==> src/rtl/bram_stream_reader_pkg.sv <==
// Shared types and constants for the BRAM stream reader.
//   state_e      : engine state (IDLE, RUN, DRAIN)
//   SKID_DEPTH   : entries in the output skid buffer
//   addr_width() : address width for a given BRAM depth
package bram_stream_reader_pkg;

   typedef enum logic [1:0] {
      IDLE  = 2'd0,
      RUN   = 2'd1,
      DRAIN = 2'd2
   } state_e;

   localparam int SKID_DEPTH = 2;

   function automatic int addr_width(input int d);
      return (d > 1) ? $clog2(d) : 1;
   endfunction

endpackage

==> src/rtl/bram_stream_reader_skid.sv <==
// Two-entry valid/ready skid buffer for the stream reader output.
//   CLK, nRST      : clock, async active-low reset (clears entries and occupancy)
//   push/push_data : write one entry (caller guarantees space)
//   pop            : consumer took the head entry this cycle
//   head_data      : current head entry
//   valid          : at least one entry held
//   occupancy      : entries held (0..2), used by the read credit check
module bram_stream_reader_skid
   import bram_stream_reader_pkg::*;
#(
   parameter int DW = 4
) (
   input  logic          CLK,
   input  logic          nRST,
   input  logic          push,
   input  logic [DW-1:0] push_data,
   input  logic          pop,
   output logic [DW-1:0] head_data,
   output logic          valid,
   output logic [1:0]    occupancy
);

   logic [SKID_DEPTH-1:0][DW-1:0] ent_q, ent_d;
   logic [1:0]                    occ_q, occ_d;
   logic [1:0]                    occ_after_pop;
   logic                          pop_ok;

   always_comb begin
      ent_d         = ent_q;
      pop_ok        = pop & (occ_q != 2'd0);
      occ_after_pop = occ_q - {1'b0, pop_ok};
      if (pop_ok) begin
         ent_d[0] = ent_q[1];
      end
      // New entry lands behind whatever survives this cycle's pop.
      if (push) begin
         ent_d[occ_after_pop[0]] = push_data;
      end
      occ_d = occ_after_pop + {1'b0, push};
   end

   always_ff @(posedge CLK or negedge nRST) begin
      if (!nRST) begin
         ent_q <= '0;
         occ_q <= 2'd0;
      end else begin
         ent_q <= ent_d;
         occ_q <= occ_d;
      end
   end

   assign head_data = ent_q[0];
   assign valid     = (occ_q != 2'd0);
   assign occupancy = occ_q;

endmodule

==> src/rtl/bram_stream_reader.sv <==
// BRAM stream reader: accepts a (base, count) command, issues sequential
// BRAM reads (address modulo depth) and returns the words in order on a
// valid/ready stream, pulsing done once the last word has left.
// Ports: CLK, nRST (async active-low); start__ENA/start_base/start_count/
// start__RDY command; bram_read__ENA/bram_read_addr/bram_read__RDY and
// bram_dataOut (1-cycle latency) BRAM side; out__ENA/out_data/out__RDY
// output stream; done completion pulse.
// Optional macro BRAM_STREAM_READER_LAST_EN adds out_last, high with the
// final word of each command.
//
// state | meaning
// IDLE  | waiting for a command, start__RDY=1
// RUN   | issuing reads while words remain
// DRAIN | all reads issued, waiting for in-flight data and buffer to empty
module bram_stream_reader
   import bram_stream_reader_pkg::*;
#(
   parameter  int width = 4,
   parameter  int depth = 1024,
   localparam int AW    = addr_width(depth)
) (
   input  logic             CLK,
   input  logic             nRST,
   input  logic             start__ENA,
   input  logic [AW-1:0]    start_base,
   input  logic [AW:0]      start_count,
   output logic             start__RDY,
   output logic             bram_read__ENA,
   output logic [AW-1:0]    bram_read_addr,
   input  logic             bram_read__RDY,
   input  logic [width-1:0] bram_dataOut,
   output logic             out__ENA,
   output logic [width-1:0] out_data,
   input  logic             out__RDY,
   output logic             done
`ifdef BRAM_STREAM_READER_LAST_EN
  ,output logic             out_last
`endif
);

`ifdef BRAM_STREAM_READER_LAST_EN
   localparam int SW = width + 1;
`else
   localparam int SW = width;
`endif

   state_e          state_q, state_d;
   logic [AW-1:0]   addr_q, addr_d;
   logic [AW:0]     remaining_q, remaining_d;
   logic            inflight_q, inflight_d;
   logic            done_q, done_d;
`ifdef BRAM_STREAM_READER_LAST_EN
   logic            inflight_last_q, inflight_last_d;
`endif

   logic            pop, issue, skid_valid;
   logic [1:0]      occ, credit_use;
   logic [SW-1:0]   push_data, head;

   always_comb begin
      pop = skid_valid & out__RDY;
      // Credit counts buffered plus in-flight words, less the one leaving now,
      // so a steady stream keeps one read per cycle without overflowing.
      credit_use     = occ + {1'b0, inflight_q} - {1'b0, pop};
      bram_read__ENA = (state_q == RUN) && (remaining_q != '0) && (credit_use < 2'd2);
      issue          = bram_read__ENA & bram_read__RDY;

      state_d     = state_q;
      addr_d      = addr_q;
      remaining_d = remaining_q;
      inflight_d  = issue;
      done_d      = 1'b0;
`ifdef BRAM_STREAM_READER_LAST_EN
      inflight_last_d = issue && (remaining_q == (AW+1)'(1));
`endif

      case (state_q)
         IDLE: begin
            if (start__ENA) begin
               if (start_count == '0) begin
                  done_d = 1'b1;
               end else begin
                  state_d     = RUN;
                  addr_d      = start_base;
                  remaining_d = start_count;
               end
            end
         end
         RUN: begin
            if (issue) begin
               addr_d      = (addr_q == AW'(depth - 1)) ? '0 : addr_q + AW'(1);
               remaining_d = remaining_q - (AW+1)'(1);
               if (remaining_q == (AW+1)'(1)) begin
                  state_d = DRAIN;
               end
            end
         end
         DRAIN: begin
            // Registered done lands in the cycle right after the last word leaves.
            if (!inflight_q && ((occ == 2'd0) || ((occ == 2'd1) && pop))) begin
               state_d = IDLE;
               done_d  = 1'b1;
            end
         end
         default: state_d = IDLE;
      endcase
   end

   always_ff @(posedge CLK or negedge nRST) begin
      if (!nRST) begin
         state_q     <= IDLE;
         addr_q      <= '0;
         remaining_q <= '0;
         inflight_q  <= 1'b0;
         done_q      <= 1'b0;
`ifdef BRAM_STREAM_READER_LAST_EN
         inflight_last_q <= 1'b0;
`endif
      end else begin
         state_q     <= state_d;
         addr_q      <= addr_d;
         remaining_q <= remaining_d;
         inflight_q  <= inflight_d;
         done_q      <= done_d;
`ifdef BRAM_STREAM_READER_LAST_EN
         inflight_last_q <= inflight_last_d;
`endif
      end
   end

`ifdef BRAM_STREAM_READER_LAST_EN
   assign push_data = {inflight_last_q, bram_dataOut};
   assign out_last  = head[width];
`else
   assign push_data = bram_dataOut;
`endif

   bram_stream_reader_skid #(.DW(SW)) u_skid (
      .CLK       (CLK),
      .nRST      (nRST),
      .push      (inflight_q),
      .push_data (push_data),
      .pop       (pop),
      .head_data (head),
      .valid     (skid_valid),
      .occupancy (occ)
   );

   assign start__RDY     = (state_q == IDLE);
   assign bram_read_addr = addr_q;
   assign out__ENA       = skid_valid;
   assign out_data       = head[width-1:0];
   assign done           = done_q;

endmodule

==> config.mk <==
export PLATFORM = sky130hd
export DESIGN_NAME = bram_stream_reader
export DESIGN_NICKNAME = d
export VERILOG_FILES = /design/src/rtl/bram_stream_reader_pkg.sv /design/src/rtl/bram_stream_reader_skid.sv /design/src/rtl/bram_stream_reader.sv
export SDC_FILE = /design/constraint.sdc
export NUM_CORES = 1
export LEC_CHECK = 0
export CORE_MARGIN = 5
export CORE_UTILIZATION = 30
export CTS_CLUSTER_DIAMETER = 200
export DETAILED_ROUTE_END_ITERATION = 7
export HOLD_SLACK_MARGIN = 0.12
export PLACE_DENSITY = 0.53
export REMOVE_ABC_BUFFERS = 1
export SLEW_MARGIN = 20
export SYNTH_ARGS = -nofsm -noshare
export SYNTH_HDL_FRONTEND = slang
export SYNTH_SLANG_ARGS = --single-unit
==> constraint.sdc <==
create_clock -name CLK -period 2.94 [get_ports CLK]
set_clock_uncertainty 0.05 [all_clocks]
set_input_delay 0.588 -clock CLK [delete_from_list [all_inputs] [get_ports CLK]]
set_output_delay 0.588 -clock CLK [all_outputs]
set_load 0.03 [all_outputs]
==> metrics.sh, run 1 <==
GRT_START_MAX_NET_PINS=36
DETAILEDROUTE.FIRSTITERATIONVIOLATIONS=61
CLK_ROOT_BUFFER_CELL='clkbuf_8'
SLEW-LIMIT-HEADROOM_PCT=44.08
CP.ARRIVAL_NS=2.16
FINALHOLDVIOLATIONS=0
CTSLONGESTPATHBUFFERS=2
DETAILEDPLACE.WORSTSLACK_NS=0.04647
SYN_INST=252
CLASS_OF_THE_WORST_HOLD_PATH='reg -> reg'
REPORT.FINAL.SLEW_VIOL_COUNT=0
GRT_USE_TOTAL_PCT=13.96
DRT-PASS1-ITER-COUNT=4
ACHIEVABLE-FREQUENCY_GHz=0.3579
SETUP.WORST_PATH.END_CLASS='primary output'
FLOORPLAN.INITIALDENSITY_PCT=30.35
P_PER_AREA_nW_PER_UM2=974.1
ROUTEDWLPERCELL_MICRONS=15.62
CLOCK_SINKS=35
ROUTE.ANTENNA.REMAINING_NETS=0
CTS.REPORTEDPATHS.CLKPINSLEW_NS=0.06
TIMING.CRITICAL_PATH.SLOWEST_CELL_DELAY_NS=0.42
TIGHTESTPINTRANSITION_NS=0.8387
POWER.IR.VDD_WORST_mV=0.4661
CRITICAL_PATH.MAX_FANOUT=2
FINAL.PERIOD_UTILIZATION_PCT=95.04
P_LEAK_nW=1.172
FINAL_CRITICAL_PERIOD_NS=2.794
SYNTH-SEQ-CELLS=35
VIAS_IN_THE_FIRST_GLOBAL_ROUTE=2126
PLACEMENT.IO_BUFFERS=47
YS.WARNINGS.COUNT=0
REQUIRED_NS=2.30
SYNTH_EDF_COUNT=0
RESIDUAL_OVERFLOW_FROM_GLOBAL_ROUTING=0
SYNTH_MOST_COMMON_CELL='dfrtp_1'
ROUTED_VIA_DENSITY=5.190
IOS=48
YS_TYPES=50
SYNTH_FLOP_CELL='dfrtp_1'
POST-SYNTH-TOP-AREA-FRACTION_PCT=37.94
CRITPATHKIND='in -> out'
CLOCK_NETWORK_LATENCY_TO_THE_LATER_PIN_OF_THE_WORST_SKEW_PAIR_NS=0.29
CPMOSTUSEDCELL='nand2_1'
TIMING.CRITICAL_PATH.SLOWEST_STAGE_CELL='clkdlybuf4s50_1'
CRITPATHLAUNCHTYPE='input port'
AREA.GROWTH.SYNTH_TO_FINAL_PCT=26.88
DESIGN.CORE.AREA_SQ_UM=7607
FINAL.SETUP.WORST_SLACK_NS=0.1460
DIE_Y_MICRONS=97.72
SYNTH-SEQ-AREA-SHARE_PCT=37.94
SETUP_VIOL_COUNT_FINAL=0
PATH_DELAY_FAMILY='buffers and inverters'
WORST-R2R-SETUP-SLACK_NS=0.33
CRITICAL_PATH.CELL_CHAIN='clkdlybuf4s50_1, nand2_1, inv_1, ha_1, xnor2_1, xnor2_2, nand2_1, nor2_2, buf_6'
DRT_DRC_VIOLATIONS_LEFT=0
DIE_AREA_SQ_UM=9549
MULTI_INPUT_AREA_SQ_UM=1212
WL_MICRONS=6234
CTS_BUFFERS=5
ANTENNA_FOUND_INITIAL=0
YS_ASYNC_SR_FRACTION_PCT=100.0
DRIVE_ABOVE_1_SHARE_PCT=12.46
SYNTH_AREA_LEADERS='dfrtp_1 (38%), a21oi_1 (4.8%), o22ai_1 (3.8%)'
FINALWEIGHTEDCONGESTION=0.7808
LAYOUT_NETS=334
TIMING.MAX_CAP.VIOLATIONS=0
FINAL.FILL_COUNT=797
FF_LATCH_AREA_SQ_UM=875.8
FP-ROW-COUNT=32
CTS_HOLD_BUF=0
DETAILEDPLACEMENTHPWL_MICRONS=4385
SYNTH_AREA_SQ_UM=2308
CTS_TREE='yes'
FLOORPLAN.DIE.WIDTH_MICRONS=97.72
POST_SYNTH_MOST_FREQUENT_CELLS='dfrtp_1 (35), a21oi_1 (22), inv_1 (20)'
GRT_PASS1_WL_MICRONS=10890
WORSTPATHBUFFERINVERTERCOUNT=3
ANTENNA_DIODES=0
RUN_STATUS='complete, no violations'
DR_TOTAL_VIAS=2071
HTREEDEPTH=2
SYN_AREA_PER_CELL_SQ_UM=9.161
TOTAL_POWER_mW=2.853
YOSYS.AREA.TOP_TYPE='dfrtp_1'
[layer usage]
layer  up-vias  global-route usage [%]  part of all wire, %
met3         4                   3.661                  5.2
met1       991                   19.34                   47
met2        56                   21.45                   47
met4         0                   4.047                  1.1
li1       1020                       -                    -
met5         -                       0                    0
[flip-flops by register name, indices dropped and copies added, names as in the netlist]
| name | cells |
|---|---|
| remaining_q | 11 |
| bram_read_addr | 10 |
| u_skid.ent_q | 4 |
| u_skid.head_data | 4 |
| state_q | 2 |
| u_skid.occupancy | 2 |
| done | 1 |
| inflight_q | 1 |
[kinds of logic (layout without fill, tap and decap cells)]
kind of cell	count (synthesis)	count (layout)	share of synthesized area, %
adder cells (fa/ha/maj)	6	6	3.252
AO/OA/AOI/OAI	79	79	23.09
multiplexers	11	11	5.095
AND/OR/NAND/NOR	77	77	19.19
buffers and inverters	41	86	9.972
flip-flops	35	35	37.94
XOR/XNOR	3	3	1.464
[power breakdown]
group,internal [mW],total [mW],switching [mW]
clock network,0.158,0.328,0.170
logic,0.720,1.57,0.849
registers,0.711,0.956,0.245
[metrics by stage]
step | TNS [ns] | std cells | utilization (%) | hold slack (ns) | instance area [sq um]
3_5_place_dp | 0 | 392 | 37.27 | 0.4403 | 2835
5_1_grt | -0.006299 | 399 | 38.50 | 0.4856 | 2929
6_report | 0 | 399 | 38.50 | 0.4506 | 2929
4_1_cts | 0 | 398 | 38.22 | 0.4504 | 2908
3_3_place_gp | 0 | 392 | 37.27 | 0.4429 | 2835
2_1_floorplan | 0 | 232 | - | 0.2424 | 2157
[worst register-to-register path, cell delays in order (launching register included)]
cell and delay (ns):
dfrtp_1 0.39, or2_2 0.31, nand2_1 0.09, inv_1 0.04
ha_1 0.18, xnor2_1 0.30, xnor2_2 0.16, buf_4 0.14
nand4b_4 0.17, buf_4 0.23, a221oi_1 0.30, o22ai_1 0.12
[cells in the final DEF (no fill, tap or decap), types with 3 or more instances in the layout]
cell,netlist,final
inv_1,20,20
mux2_2,4,4
nor3_1,10,10
dfrtp_1,35,35
a21oi_1,22,22
or3_1,5,5
nor2b_1,3,3
ha_1,6,6
clkbuf_8,0,5
nor2_1,10,9
nand3_1,7,7
a211oi_1,6,6
nand2_1,17,17
a2bb2oi_1,6,6
o21ai_0,12,12
mux2i_1,5,5
a221oi_1,7,7
or2_1,3,3
o22ai_1,14,14
nor4_1,4,4
clkdlybuf4s50_1,0,46
buf_4,5,12
[repair_timing]
item / 4_1_cts / 5_1_grt
hold endpoints to repair: 0 / 0
setup buffers: 0 / 1
setup endpoints to repair: 0 / 1
resized for setup: 0 / 3
[final cells by class]
class	count	area share [%]
Timing Repair Buffer	59	19.18
Clock buffer	6	2.478
Sequential cell	35	29.90
Tap cell	102	4.357
Inverter	21	2.691
Multi-Input combinational cell	176	41.39
[path summary, 6_finish.rpt]
kind | startpoint | depth (start not counted) | endpoint
worst max-delay path | out__RDY | 9 | bram_read__ENA
worst min-delay path | state_q[0]$_DFFE_PN0P_ | 1 | done$_DFF_PN0_
worst max register to register | u_skid.occupancy[0]$_DFF_PN0_ | 11 | remaining_q[3]$_DFFE_PN0P_
worst min register to register | state_q[0]$_DFFE_PN0P_ | 1 | done$_DFF_PN0_
max in group asynchronous | nRST | 2 | state_q[0]$_DFFE_PN0P_
min in group asynchronous | nRST | 2 | u_skid.head_data[0]$_DFF_PN0_
(Power assumes the default switching activity.)
==> run 2: changes to the inputs <==
GPL_TIMING_DRIVEN = 0   (was unset)
==> run 2 against run 1 <==
Cell count rose by 0.25%. Die area did not move. Largest cell class unchanged. Non-clock buffer count decreased by 1. First-iteration DRC count is 130% higher.
==> metrics.sh, run 2 (synthesis results as in run 1) <==
DETAILEDPLACEMENTHPWL_MICRONS=4409  # was 4385 microns
SETUP_VIOL_COUNT_FINAL=0  # unchanged
FLOORPLAN.DIE.WIDTH_MICRONS=97.72  # unchanged
ACHIEVABLE-FREQUENCY_GHz=0.3591  # was 0.3579 GHz
CTS_BUFFERS=5  # unchanged
POWER.SEQUENTIAL.FRACTION_PCT=32.1  # was 33.5%
P_PER_AREA_nW_PER_UM2=994.1  # was 974.1 nW/um^2
CLASS_OF_THE_WORST_HOLD_PATH='in -> async'  # was reg -> reg
AREA.GROWTH.SYNTH_TO_FINAL_PCT=30.35  # was 26.88%
FINAL.SETUP.WORST_SLACK_NS=0.1555  # was 0.1460 ns
FINAL.PERIOD_UTILIZATION_PCT=94.71  # was 95.04%
CLOCK_NETWORK_LATENCY_TO_THE_LATER_PIN_OF_THE_WORST_SKEW_PAIR_NS=0.29  # about the same
RR_WORST_DEPTH=9  # was 11
SETUP.WORST_PATH.END_CLASS='primary output'  # unchanged
P_INT_mW=1.681  # was 1.589 mW
IOS=48  # unchanged
ANTENNA_DIODES=0  # unchanged
DETAILEDROUTE.FIRSTITERATIONVIOLATIONS=140  # was 61
DESIGN.CORE.AREA_SQ_UM=7607  # unchanged
FLOORPLAN.INITIALDENSITY_PCT=30.35  # unchanged
CTSLONGESTPATHBUFFERS=2  # unchanged
WORST-R2R-SETUP-SLACK_NS=0.27  # was 0.33 ns
PLACEMENT.IO_BUFFERS=47  # unchanged
GRT_START_MAX_NET_PINS=34  # was 36
UNREPAIRED_SETUP_ENDPOINTS_AFTER_GLOBAL_ROUTING='false'
TIMING.MAX_CAP.VIOLATIONS=0  # unchanged
FF_LATCH_AREA_SQ_UM=877.1  # was 875.8 sq um
ROUTE.ANTENNA.REMAINING_NETS=0  # unchanged
TIGHTESTPINTRANSITION_NS=0.8863  # was 0.8387 ns
P_LEAK_nW=1.208  # was 1.172 nW
MOSTFREQUENTLAYOUTCELL='clkdlybuf4s50_1'  # unchanged
FINALHOLDVIOLATIONS=0  # unchanged
CTS_TREE='yes'  # unchanged
PLACE.DETAILED.INSTANCES=383  # was 392
GRT_USE_TOTAL_PCT=13.86  # was 13.96%
FIN_CELLS=400  # was 399
FINISH.UTILIZATION_PCT=39.56  # was 38.50%
CLK_ROOT_BUFFER_CELL='clkbuf_8'  # unchanged
CRITPATHKIND='reg -> out'  # was in -> out
COMBINATIONALPOWERSHARE_PCT=54.7  # was 55.0%
DIE_Y_MICRONS=97.72  # unchanged
POWER.IR.VDD_WORST_mV=0.5007  # was 0.4661 mV
CTS_HOLD_BUF=0  # unchanged
LARGEST_REGISTER_FFS=11  # unchanged
REG2REG_TO='bram_read_addr[7]$_DFFE_PN0P_'  # was remaining_q[3]$_DFFE_PN0P_
R2R-START='u_skid.occupancy[1]$_DFF_PN0_'  # was u_skid.occupancy[0]$_DFF_PN0_
SHARE_CLK_OF_TOTAL_POWER_PCT=13.2  # was 11.5%
ANTENNA_FOUND_INITIAL=0  # unchanged
DRT-PASS1-ITER-COUNT=4  # unchanged
CP.ARRIVAL_NS=2.15  # was 2.16 ns
ROUTED_VIA_DENSITY=5.173  # was 5.190
DETAILEDPLACE.WORSTSLACK_NS=-0.6985  # was 0.04647 ns
CRITICAL_PATH.MAX_FANOUT=3  # was 2
RESIDUAL_OVERFLOW_FROM_GLOBAL_ROUTING=0  # unchanged
REQUIRED_NS=2.30  # about the same
CTS.REPORTEDPATHS.CLKPINSLEW_NS=0.08  # was 0.06 ns
TOTAL_POWER_mW=2.991  # was 2.853 mW
NET_SWITCHING_COMPONENT_OF_THE_POWER_mW=1.310  # was 1.264 mW
MAX_FLOP_REGISTER='remaining_q'  # unchanged
SWITCHING_SHARE_PCT=43.80  # was 44.31%
ROUTEDWLPERCELL_MICRONS=15.93  # was 15.62 microns
WL_MICRONS=6373  # was 6234 microns
FINALWEIGHTEDCONGESTION=0.7354  # was 0.7808
HTREEDEPTH=2  # unchanged
RUN_STATUS='complete, no violations'  # unchanged
VIAS_IN_THE_FIRST_GLOBAL_ROUTE=2129  # was 2,126
DR_TOTAL_VIAS=2069  # was 2,071
REPORT.FINAL.SLEW_VIOL_COUNT=0  # unchanged
CLOCK_SINKS=35  # unchanged
DIE_AREA_SQ_UM=9549  # unchanged
DRIVE_ABOVE_1_SHARE_PCT=15.10  # was 12.46%
FINAL.FILL_COUNT=767  # was 797
LAYOUT_NETS=333  # was 334
CRITPATHLAUNCHTYPE='flip-flop'  # was input port
DRT_DRC_VIOLATIONS_LEFT=0  # unchanged
MOSTFREQUENTLAYOUTCELLS='clkdlybuf4s50_1 (44), dfrtp_1 (34), a21oi_1 (22)'  # was clkdlybuf4s50_1 (46), dfrtp_1 (35), a21oi_1 (22)
FINAL_CRITICAL_PERIOD_NS=2.785  # was 2.794 ns
FP-ROW-COUNT=32  # unchanged
GRT_PASS1_WL_MICRONS=10760  # was 10,890 microns
SLEW-LIMIT-HEADROOM_PCT=40.64  # was 44.08%
MULTI_INPUT_AREA_SQ_UM=1257  # was 1212 sq um
[run 2: cell types whose count changed in the layout (fill, tap and decap cells not counted), sizes merged]
cell | previous run | this run
dlygate4sd2 | 0 | 1
clkdlybuf4s50 | 46 | 44
clkbuf | 6 | 8
[run 2: stage by stage]
step                      hold slack [ns]  TNS (ns)  area, sq um
after floorplan                    0.2424         0         2157
after global placement             0.4379    -11.73         2755
after detailed placement           0.4520    -7.298         2790
after CTS                          0.1408         0         2930
after global routing               0.1480         0         3009
final                              0.1459         0         3009
[run 2: final cells by class]
cell class | instances | area share [%]
multi-input combinational | 176 | 41.79
sequential | 35 | 29.15
timing repair buffer | 58 | 18.88
tap | 102 | 4.241
clock buffer | 8 | 3.326
inverter | 21 | 2.620
[run 2: critical path, cell delays in order (launching register included)]
cell and delay, ns:
dfrtp_2 0.45, or2_4 0.26, nand2_4 0.06, inv_1 0.04, ha_1 0.30, nand2b_4 0.17, xnor2_4 0.17, nand2_1 0.11
nor2_2 0.17, buf_6 0.15
[run 2: worst max-delay path by stage]
stage / start / end / slack (ns) / cells past startpoint
6_report: u_skid.occupancy[1]$_DFF_PN0_ / bram_read__ENA / 0.16 / 9
5_1_grt: u_skid.occupancy[1]$_DFF_PN0_ / bram_read__ENA / 0.05 / 9
4_1_cts: u_skid.occupancy[1]$_DFF_PN0_ / bram_read__ENA / 0.02 / 9
3_5_place_dp: out__RDY / bram_read__ENA / -0.70 / 9
3_3_place_gp: out__RDY / bram_read__ENA / -0.73 / 9
2_1_floorplan: u_skid.occupancy[0]$_DFF_PN0_ / bram_read__ENA / 0.04 / 8
[run 2: what timing repair did]
action                                  4_1_cts  5_1_grt
gates resized for setup                      13        5
endpoints found under the setup margin       12       12
buffers inserted                              3        6
pin swaps                                     4        3
[run 2: metal layers]
layer	track usage (%)	vias to the layer above	part of all wire (%)	routed length, microns
met2	21.51	50	47	2989
met4	5.005	0	1.1	72
li1	-	1016	-	-
met1	18.51	998	47	2998
met5	0	-	0	0
met3	3.805	5	4.9	312
[run 2: power by group through the flow]
stage	registers [mW]	clock network (mW)	logic, mW
6_report	0.959	0.396	1.64
5_1_grt	1.00	0.436	1.78
4_1_cts	0.947	0.411	1.56
3_5_place_dp	0.954	0	1.50
3_3_place_gp	0.952	0	1.47
2_1_floorplan	1.09	0	0.815
==> run 3: changes to the inputs <==
PLACE_DENSITY = unset   (was 0.53)
PLACE_DENSITY_LB_ADDON = 0.25   (was unset)
==> run 3 against run 2 <==
Clock-buffer cell count unchanged. Total power shrank 0.73%. Worst setup slack improved by 0.013 ns. Critical path depth unchanged. Sequential power down 0.6%. Largest cell class unchanged.
==> metrics.sh, run 3 (synthesis results as in run 1) <==
RUN_STATUS='complete, no violations'  # unchanged
CRITPATHKIND='reg -> out'  # unchanged
GRT_PASS1_WL_MICRONS=10710  # was 10,760 microns
FINALHOLDWORSTSLACK_NS=0.1498  # was 0.1459 ns
IOS=48  # unchanged
STARTPOINT='u_skid.occupancy[0]$_DFF_PN0_'  # was u_skid.occupancy[1]$_DFF_PN0_
CTS_TREE='yes'  # unchanged
CLK_ROOT_BUFFER_CELL='clkbuf_8'  # unchanged
REG2REG_TO='bram_read_addr[7]$_DFFE_PN0P_'  # unchanged
DIE_Y_MICRONS=97.72  # unchanged
FIN_CELLS=403  # was 400
FINAL.SETUP.WORST_SLACK_NS=0.1685  # was 0.1555 ns
DESIGN.CORE.AREA_SQ_UM=7607  # unchanged
LARGEST_REGISTER_FFS=11  # unchanged
TIGHTESTPINTRANSITION_NS=0.8659  # was 0.8863 ns
MAX_FLOP_REGISTER='remaining_q'  # unchanged
FF_LATCH_AREA_SQ_UM=875.8  # was 877.1 sq um
FINAL.FILL_COUNT=788  # was 767
FINAL.PERIOD_UTILIZATION_PCT=94.27  # was 94.71%
CRITICAL_PATH.MAX_FANOUT=3  # unchanged
FLOORPLAN.INITIALDENSITY_PCT=30.35  # unchanged
MOSTFREQUENTLAYOUTCELLS='clkdlybuf4s50_1 (44), dfrtp_1 (35), a21oi_1 (22)'  # was clkdlybuf4s50_1 (44), dfrtp_1 (34), a21oi_1 (22)
ROUTE.ANTENNA.REMAINING_NETS=0  # unchanged
GRT_USE_TOTAL_PCT=13.65  # was 13.86%
POWER.IR.VDD_WORST_mV=0.5080  # was 0.5007 mV
P_PER_AREA_nW_PER_UM2=981.9  # was 994.1 nW/um^2
UNREPAIRED_SETUP_ENDPOINTS_AFTER_GLOBAL_ROUTING='false'  # unchanged
CLOCK_SINKS=35  # unchanged
FINAL_CRITICAL_PERIOD_NS=2.772  # was 2.785 ns
GRT_START_MAX_NET_PINS=34  # unchanged
WORST-R2R-SETUP-SLACK_NS=0.27  # about the same
FLOORPLAN.DIE.WIDTH_MICRONS=97.72  # unchanged
CP.ARRIVAL_NS=2.13  # was 2.15 ns
DETAILEDPLACE.WORSTSLACK_NS=-0.6671  # was -0.6985 ns
AREA.GROWTH.SYNTH_TO_FINAL_PCT=31.00  # was 30.35%
P_LEAK_nW=1.229  # was 1.208 nW
VIAS_IN_THE_FIRST_GLOBAL_ROUTE=2168  # was 2,129
ANTENNA_FOUND_INITIAL=0  # unchanged
CTS.REPORTEDPATHS.CLKPINSLEW_NS=0.08  # about the same
DIE_AREA_SQ_UM=9549  # unchanged
ACHIEVABLE-FREQUENCY_GHz=0.3608  # was 0.3591 GHz
SLEW-LIMIT-HEADROOM_PCT=41.52  # was 40.64%
MOSTFREQUENTLAYOUTCELL='clkdlybuf4s50_1'  # unchanged
PLACEMENT.IO_BUFFERS=47  # unchanged
CLASS_OF_THE_WORST_HOLD_PATH='in -> async'  # unchanged
HTREEDEPTH=2  # unchanged
RR_WORST_DEPTH=9  # unchanged
RESIDUAL_OVERFLOW_FROM_GLOBAL_ROUTING=0  # unchanged
SETUP.WORST_PATH.END_CLASS='primary output'  # unchanged
ROUTED_VIA_DENSITY=5.208  # was 5.173
TIMING.MAX_CAP.VIOLATIONS=0  # unchanged
LAYOUT_NETS=336  # was 333
REPORT.FINAL.SLEW_VIOL_COUNT=0  # unchanged
WORST_SETUP_PATH_ENDPOINT='bram_read__ENA'  # unchanged
FP-ROW-COUNT=32  # unchanged
CLOCK_NETWORK_LATENCY_TO_THE_LATER_PIN_OF_THE_WORST_SKEW_PAIR_NS=0.29  # about the same
CRITPATHLAUNCHTYPE='flip-flop'  # unchanged
R2R-START='u_skid.occupancy[0]$_DFF_PN0_'  # was u_skid.occupancy[1]$_DFF_PN0_
REQUIRED_NS=2.30  # about the same
PLACE.DETAILED.INSTANCES=383  # unchanged
CTSLONGESTPATHBUFFERS=2  # unchanged
ANTENNA_DIODES=0  # unchanged
ROUTEDWLPERCELL_MICRONS=15.83  # was 15.93 microns
DETAILEDPLACEMENTHPWL_MICRONS=4413  # was 4409 microns
WL_MICRONS=6381  # was 6373 microns
MULTI_INPUT_AREA_SQ_UM=1255  # was 1257 sq um
DETAILEDROUTE.FIRSTITERATIONVIOLATIONS=87  # was 140
DRIVE_ABOVE_1_SHARE_PCT=15.28  # was 15.10%
CTS_BUFFERS=5  # unchanged
DR_TOTAL_VIAS=2099  # was 2,069
DRT-PASS1-ITER-COUNT=4  # unchanged
FINALWEIGHTEDCONGESTION=0.7442  # was 0.7354
FINALHOLDVIOLATIONS=0  # unchanged
TOTAL_POWER_mW=2.970  # was 2.991 mW
DRT_DRC_VIOLATIONS_LEFT=0  # unchanged
SETUP_VIOL_COUNT_FINAL=0  # unchanged
==> run 3: cell type report <==
class / count / area share, %
multi-input cells: 176 / 41.50
flip-flops and latches: 35 / 28.96
repair buffers: 61 / 19.40
well taps: 102 / 4.220
clock buffers: 8 / 3.310
inverters: 21 / 2.607
==> run 3: power breakdown <==
| part | leakage (nW) | internal, mW | switching [mW] | total, mW |
|---|---|---|---|---|
| registers | 0.414 | 0.710 | 0.242 | 0.953 |
| logic | 0.763 | 0.741 | 0.872 | 1.61 |
| clock network | 0.0515 | 0.214 | 0.189 | 0.403 |
==> run 3: timing repair <==
item                                    4_1_cts  5_1_grt
cloned                                        0        0
pin swaps                                     1        5
hold buffers                                  0        0
gates resized for setup                       9        6
endpoints found under the setup margin        6       18
buffers inserted                              3        9
==> run 3: through the flow <==
stage	setup TNS [ns]	cell area, sq um	util, %
after CTS	-0.06346	2917	38.34
after global placement	-11.21	2755	36.22
after global routing	0	3024	39.75
after detailed placement	-6.962	2786	36.63
after floorplan	0	2157	-
final	0	3024	39.75
==> run 3: how the worst min path moves through the flow <==
stage	depth (start not counted)	start	end	slack [ns]
6_report	1	nRST	u_skid.ent_q[5]$_DFFE_PN0P_	0.15
5_1_grt	1	nRST	u_skid.ent_q[7]$_DFFE_PN0P_	0.16
4_1_cts	1	nRST	u_skid.head_data[0]$_DFF_PN0_	0.15
3_5_place_dp	1	u_skid.ent_q[6]$_DFFE_PN0P_	u_skid.ent_q[6]$_DFFE_PN0P_	0.45
3_3_place_gp	1	state_q[0]$_DFFE_PN0P_	done$_DFF_PN0_	0.44
2_1_floorplan	0	nRST	bram_read_addr[0]$_DFFE_PN0P_	0.24
==> run 3: metal layers <==
metal,track usage [%],wire length [microns],vias up
met5,0,0,-
met4,4.260,86,0
met3,3.948,303,7
met2,21.98,3001,51
met1,17.71,2990,1020
li1,-,-,1021
==> run 3: critical path, stage by stage (launching register included) <==
cell and delay [ns]:
dfrtp_1 0.41, or2_4 0.27, nand2_4 0.07, inv_1 0.04
ha_1 0.29, nand2b_4 0.17, xnor2_4 0.20, nand2_1 0.09
nor2_1 0.13, buf_4 0.17
==> RTL edit 1, RTL diff (config.mk and constraints of run 3) <==
`addr_q` no longer has a reset.
--- a/src/rtl/bram_stream_reader.sv
+++ b/src/rtl/bram_stream_reader.sv
@@ -109,7 +109,6 @@
    always_ff @(posedge CLK or negedge nRST) begin
       if (!nRST) begin
          state_q     <= IDLE;
-         addr_q      <= '0;
          remaining_q <= '0;
          inflight_q  <= 1'b0;
          done_q      <= 1'b0;
@@ -118,7 +117,6 @@
 `endif
       end else begin
          state_q     <= state_d;
-         addr_q      <= addr_d;
          remaining_q <= remaining_d;
          inflight_q  <= inflight_d;
          done_q      <= done_d;
@@ -126,6 +124,10 @@
          inflight_last_q <= inflight_last_d;
 `endif
       end
+   end
+
+   always_ff @(posedge CLK) begin
+      addr_q <= addr_d;
    end
 
 `ifdef BRAM_STREAM_READER_LAST_EN
Behaviour: not the same (a bounded check fails within 4 cycles, from zero or initial values and one cycle with nRST low).
==> RTL edit 1 against run 3 <==
- wire length down 19%
- area after synthesis down 12%
- total power down 9.0%
- synthesized cell count down 13%
- largest cell class unchanged
- non-clock buffer count down 8
- maximum frequency down 1.5%
- highest routed layer unchanged
- count of clock-buffer cells in the layout down 1
- via count down 18%
- sequential cell count unchanged
- sequential power down 0.4%
- worst setup slack worse by 43 ps
- critical path type unchanged
- design area down 11%
==> RTL edit 1: results (changes against run 3) <==
set qor(run_status) {complete, no violations}
set qor(taps) 80 ;# -22%
set qor(drt_wl_total_um) 5150 ;# -19%
set qor(detailedPlacementHpwl_um) 3650 ;# -17%
set qor(total_leakage_power_nw) 1.08 ;# -12%
set qor(worst_setup_path_startpoint) {u_skid.occupancy[1]}
set qor(yosys-top-cells-area) {sky130_fd_sc_hd__dfrtp_1, sky130_fd_sc_hd__edfxtp_1, sky130_fd_sc_hd__nor2_1}
set qor(maximum_number_of_pins_on_one_net_before_global_route_repair) 29 ;# -15%
set qor(postSynthCellCount) 218 ;# -13%
set qor(met2RoutedLength_um) 2470 ;# -18%
set qor(synth_commonest_cells) {sky130_fd_sc_hd__dfrtp_1, sky130_fd_sc_hd__nor2_1, sky130_fd_sc_hd__nand2_1, sky130_fd_sc_hd__o21ai_0, sky130_fd_sc_hd__a21oi_1}
set qor(clock_cell_area_share) 0.0338 ;# +0.000682
set qor(m1WireLength_um) 2360 ;# -21%
set qor(met1_usage) 0.151 ;# -0.0262
set qor(nets) 300 ;# -11%
set qor(post_cts_buffers) 1 ;# -2
set qor(nonClockBufferCount) 53 ;# -13%
set qor(routed-wl-met3_um) 265 ;# -13%
set qor(cts_repair_resize_count) 12 ;# +3
set qor(vias) 1726 ;# -18%
set qor(vdd_ir_drop_max_v) 0.000481 ;# -5.4%
set qor(synthAdderAreaFrac) 0.0368 ;# +0.00431
set qor(non_clock_inverter_count) 11 ;# -48%
set qor(comb.multi_input.count) 158 ;# -10%
set qor(timing.reg2reg.setup_slack_ps) 410 ;# +140 ps
set qor(synth-xor-area-share) 0.0430 ;# +0.0283
set qor(num-fill-cells) 670 ;# -15%
set qor(global_route_met2_utilization) 0.196 ;# -0.0241
set qor(power_combinational_mw) 1.38 ;# -14%
set qor(power_internal_mw) 1.58 ;# -5.1%
set qor(first_iter_violations) 124 ;# +43%
set qor(timing.slew.headroom) 0.425 ;# +0.00948
set qor(layout-area-overhead-vs-synth_pct) 32.7
set qor(edff_count_synth) 10 ;# +10
set qor(ys_types) 42 ;# -16%
set qor(async_reset_ff_frac) 0.714 ;# -0.286
set qor(place_inst) 331 ;# -14%
set qor(report.power.total_mw) 2.70 ;# -9.0%
set qor(worstReg2RegEnd) {bram_read_addr[6]}
set qor(synth-seq-area-share) 0.454 ;# +0.0749
set qor(globalplace.congestion) 0.796 ;# +7.0%
set qor(signal_buffer_area_fraction) 0.190 ;# -0.00385
set qor(grt_use_met3) 0.0341 ;# -0.00536
set qor(post-place-ws_ps) -698 ;# -30.6 ps
set qor(grt_resource_usage_total) 0.119 ;# -0.0173
set qor(post_dp_cell_area_um2) 2520 ;# -9.5%
set qor(grt_pass1_wl_um) 8110 ;# -24%
set qor(post_route_cells_drive_above_1_share) 0.128 ;# -0.0245
set qor(seq_power_share) 0.351 ;# +0.030
## RTL edit 1: cell types whose count changed in the layout (fill, tap and decap cells not counted), moves of 6 or more
cell                        change
sky130_fd_sc_hd__a221oi_1       -7
sky130_fd_sc_hd__inv_1         -10
sky130_fd_sc_hd__a21oi_1       -11
sky130_fd_sc_hd__buf_4          -7
sky130_fd_sc_hd__a31oi_1        +8
sky130_fd_sc_hd__o22ai_1       -13
sky130_fd_sc_hd__a2bb2oi_1      -6
sky130_fd_sc_hd__edfxtp_1      +10
sky130_fd_sc_hd__dfrtp_1       -10
sky130_fd_sc_hd__nor2_1        +14
## RTL edit 1: worst min path at each step
stage	startpoint	end	slack [ps]	cells past startpoint
after global routing	nRST	remaining_q[5]	290	1
after CTS	nRST	u_skid.head_data[0]	270	1
after global placement	u_skid.ent_q[7]	u_skid.ent_q[7]	440	1
final	nRST	remaining_q[5]	240	1
after floorplan	nRST	done	240	0
after detailed placement	u_skid.ent_q[7]	u_skid.ent_q[7]	450	1
==> RTL edit 2, RTL diff (config.mk and constraints of run 3) <==
Made on the original files. The option `BRAM_STREAM_READER_LAST_EN` is turned on by a define.
--- a/src/rtl/bram_stream_reader.sv
+++ b/src/rtl/bram_stream_reader.sv
@@ -12,6 +12,8 @@
 // IDLE  | waiting for a command, start__RDY=1
 // RUN   | issuing reads while words remain
 // DRAIN | all reads issued, waiting for in-flight data and buffer to empty
+`define BRAM_STREAM_READER_LAST_EN
+
 module bram_stream_reader
    import bram_stream_reader_pkg::*;
 #(
Formal check against the unedited RTL (old outputs only; new: out_last): same outputs for any inputs over 10 cycles, from zero or initial values and one cycle with nRST low; that may be too few to reach the edited logic, so the function may still have changed.
==> RTL edit 2 against run 3 <==
- core utilization up 0.54 points
- total power up 2.7%
- design area up 1.9%
- critical path depth down 1
- cell count down 0.74%
- combinational power up 4%
- wire length down 1.1%
- area after synthesis up 0.65%
- worst setup slack worse by 37 ps
- synthesized cell count down 1.6%
- sequential cell count up 3
==> RTL edit 2: results (changes against run 3) <==
set qor(detail_route.vias_per_cell) 5.31 ;# +1.9%
set qor(global_route_met2_utilization) 0.209 ;# -0.0109
set qor(total_leakage_power_nw) 1.27 ;# +3.7%
set qor(sequential_standard_cell_area_um2) 951 ;# +8.6%
set qor(grt_pass1_wl_um) 10500 ;# -2.4%
set qor(buffer_ports.inserted) 48 ;# +2.1%
set qor(synthesis.yosys.warnings) 0 ;# unchanged
set qor(numCtsBuffers) 5 ;# unchanged
set qor(critical_path_arrival_ps) 2170 ;# +40 ps
set qor(antenna_found_initial) 0 ;# unchanged
set qor(num-fill-cells) 759 ;# -3.7%
set qor(grt_resource_usage_total) 0.133 ;# -0.00336
set qor(cts.reportedPaths.clkPinSlew_ps) 80 ;# about the same
set qor(detailedPlacementHpwl_um) 4410 ;# about the same
set qor(worstReg2RegEnd) {bram_read_addr[7]}
set qor(grt_use_met3) 0.0314 ;# -0.00805
set qor(yosys-top-cells-area) {sky130_fd_sc_hd__dfrtp_1, sky130_fd_sc_hd__mux2i_1, sky130_fd_sc_hd__a2bb2oi_1}
set qor(synth.most_common_cell) {sky130_fd_sc_hd__dfrtp_1}
set qor(ys_types) 50 ;# unchanged
set qor(drt_wl_total_um) 6310 ;# -1.1%
set qor(met1_usage) 0.184 ;# +0.00737
set qor(largest_register_by_flop_count) {remaining_q}
set qor(post-place-ws_ps) -1050 ;# -387 ps
set qor(crit_path_max_fanout) 3 ;# unchanged
set qor(timing.reg2reg.setup_slack_ps) 270 ;# about the same
set qor(regToRegStartpoint) {u_skid.occupancy[1]}
set qor(synth-seq-area-share) 0.409 ;# +0.0299
set qor(max_slew.worst_pin.slew_ps) 906 ;# +40.0 ps
set qor(async_reset_ff_frac) 1.00 ;# unchanged
set qor(maximum_number_of_pins_on_one_net_before_global_route_repair) 34 ;# unchanged
set qor(run_status) {complete, no violations}
set qor(grt_pass1_vias) 2058 ;# -5.1%
set qor(nets) 333 ;# -0.89%
set qor(synth_commonest_cells) {sky130_fd_sc_hd__dfrtp_1, sky130_fd_sc_hd__nor2_1, sky130_fd_sc_hd__inv_1, sky130_fd_sc_hd__nand2_1, sky130_fd_sc_hd__o21ai_0}
set qor(h-tree-depth) 2 ;# unchanged
set qor(hold_class) {primary input to asynchronous set/reset pin}
set qor(clkLatencyLatePin_ps) 290 ;# about the same
set qor(antennaDiodeCount) 0 ;# unchanged
set qor(detail_route.first_pass.iterations) 4 ;# unchanged
set qor(post_dp_cell_area_um2) 2880 ;# +3.2%
set qor(finalCriticalPeriod_ps) 2810 ;# +37.1 ps
set qor(clock-root-buffer) {sky130_fd_sc_hd__clkbuf_8}
set qor(vdd_ir_drop_max_v) 0.000494 ;# -2.7%
set qor(cts-root-to-sink-buffers) 2 ;# unchanged
set qor(first_iter_violations) 193 ;# +120%
set qor(globalplace.congestion) 0.787 ;# +5.8%
set qor(worstRegToRegCells) 11 ;# +2
set qor(post_route_cells_drive_above_1_share) 0.161 ;# +0.00825
set qor(largest_register_ffs) 11 ;# unchanged
==> RTL edit 2: worst max-delay path by stage <==
stage          depth (start not counted)           endpoint        from
2_1_floorplan                          4  bram_read_addr[0]  state_q[0]
3_3_place_gp                           4  bram_read_addr[9]  state_q[0]
3_5_place_dp                           9  bram_read_addr[0]    out__RDY
4_1_cts                                8     bram_read__ENA    out__RDY
5_1_grt                                3         start__RDY  state_q[1]
6_report                               8     bram_read__ENA    out__RDY
==> RTL edit 2: metrics by stage <==
step                power (mW)  hold slack [ps]  instances
floorplan                 1.95              242        231
global placement          2.47              403        381
detailed placement        2.50              413        382
CTS                       3.00              211        395
global route              3.26              234        400
finish                    3.05              204        400
==> RTL edit 2: report_power, final <==
| part | internal (mW) | switching, mW | total, mW |
|---|---|---|---|
| clock | 0.189 | 0.197 | 0.386 |
| sequential | 0.748 | 0.242 | 0.990 |
| combinational | 0.794 | 0.880 | 1.67 |
| total | 1.73 | 1.32 | 3.05 |
==> RTL edit 2: routing by layer <==
layer / share of wire / vias to the layer above / wire length (um)
li1: - / 1035 / -
met1: 0.48 / 1026 / 3020
met2: 0.46 / 57 / 2890
met3: 0.056 / 4 / 353
met4: 0.0076 / 0 / 48
met5: 0 / - / 0
==> RTL edit 2: cell type report <==
type / instances / area share
Sequential cell: 38 / 0.309
Inverter: 18 / 0.0219
Multi-Input combinational cell: 175 / 0.410
Clock inverter: 2 / 0.00406
Tap cell: 102 / 0.0414
Timing Repair Buffer: 59 / 0.187
Clock buffer: 6 / 0.0268
==> RTL edit 2: repair_timing <==
action	CTS	global route
buffers inserted	5	5
resized for setup	12	0
pin swaps	3	2
setup endpoints to repair	22	3
==> RTL edit 2: critical path, stage by stage <==
cell,delay (ps)
sky130_fd_sc_hd__clkdlybuf4s50_1,460
sky130_fd_sc_hd__nand2_4,90
sky130_fd_sc_hd__inv_1,40
sky130_fd_sc_hd__ha_1,290
sky130_fd_sc_hd__nand2b_1,180
sky130_fd_sc_hd__xnor2_2,180
sky130_fd_sc_hd__and3_1,180
sky130_fd_sc_hd__buf_4,160
==> RTL edit 2: logic make-up after synthesis <==
family,after synthesis,synth area share
buffers and inverters,35,0.0679
and+or+nand+nor,76,0.178
xor gates and xnor gates,3,0.0113
AOI/OAI and AO/OA,75,0.233
DFF,38,0.409
adders and majority gates,6,0.0323
muxes,15,0.0684
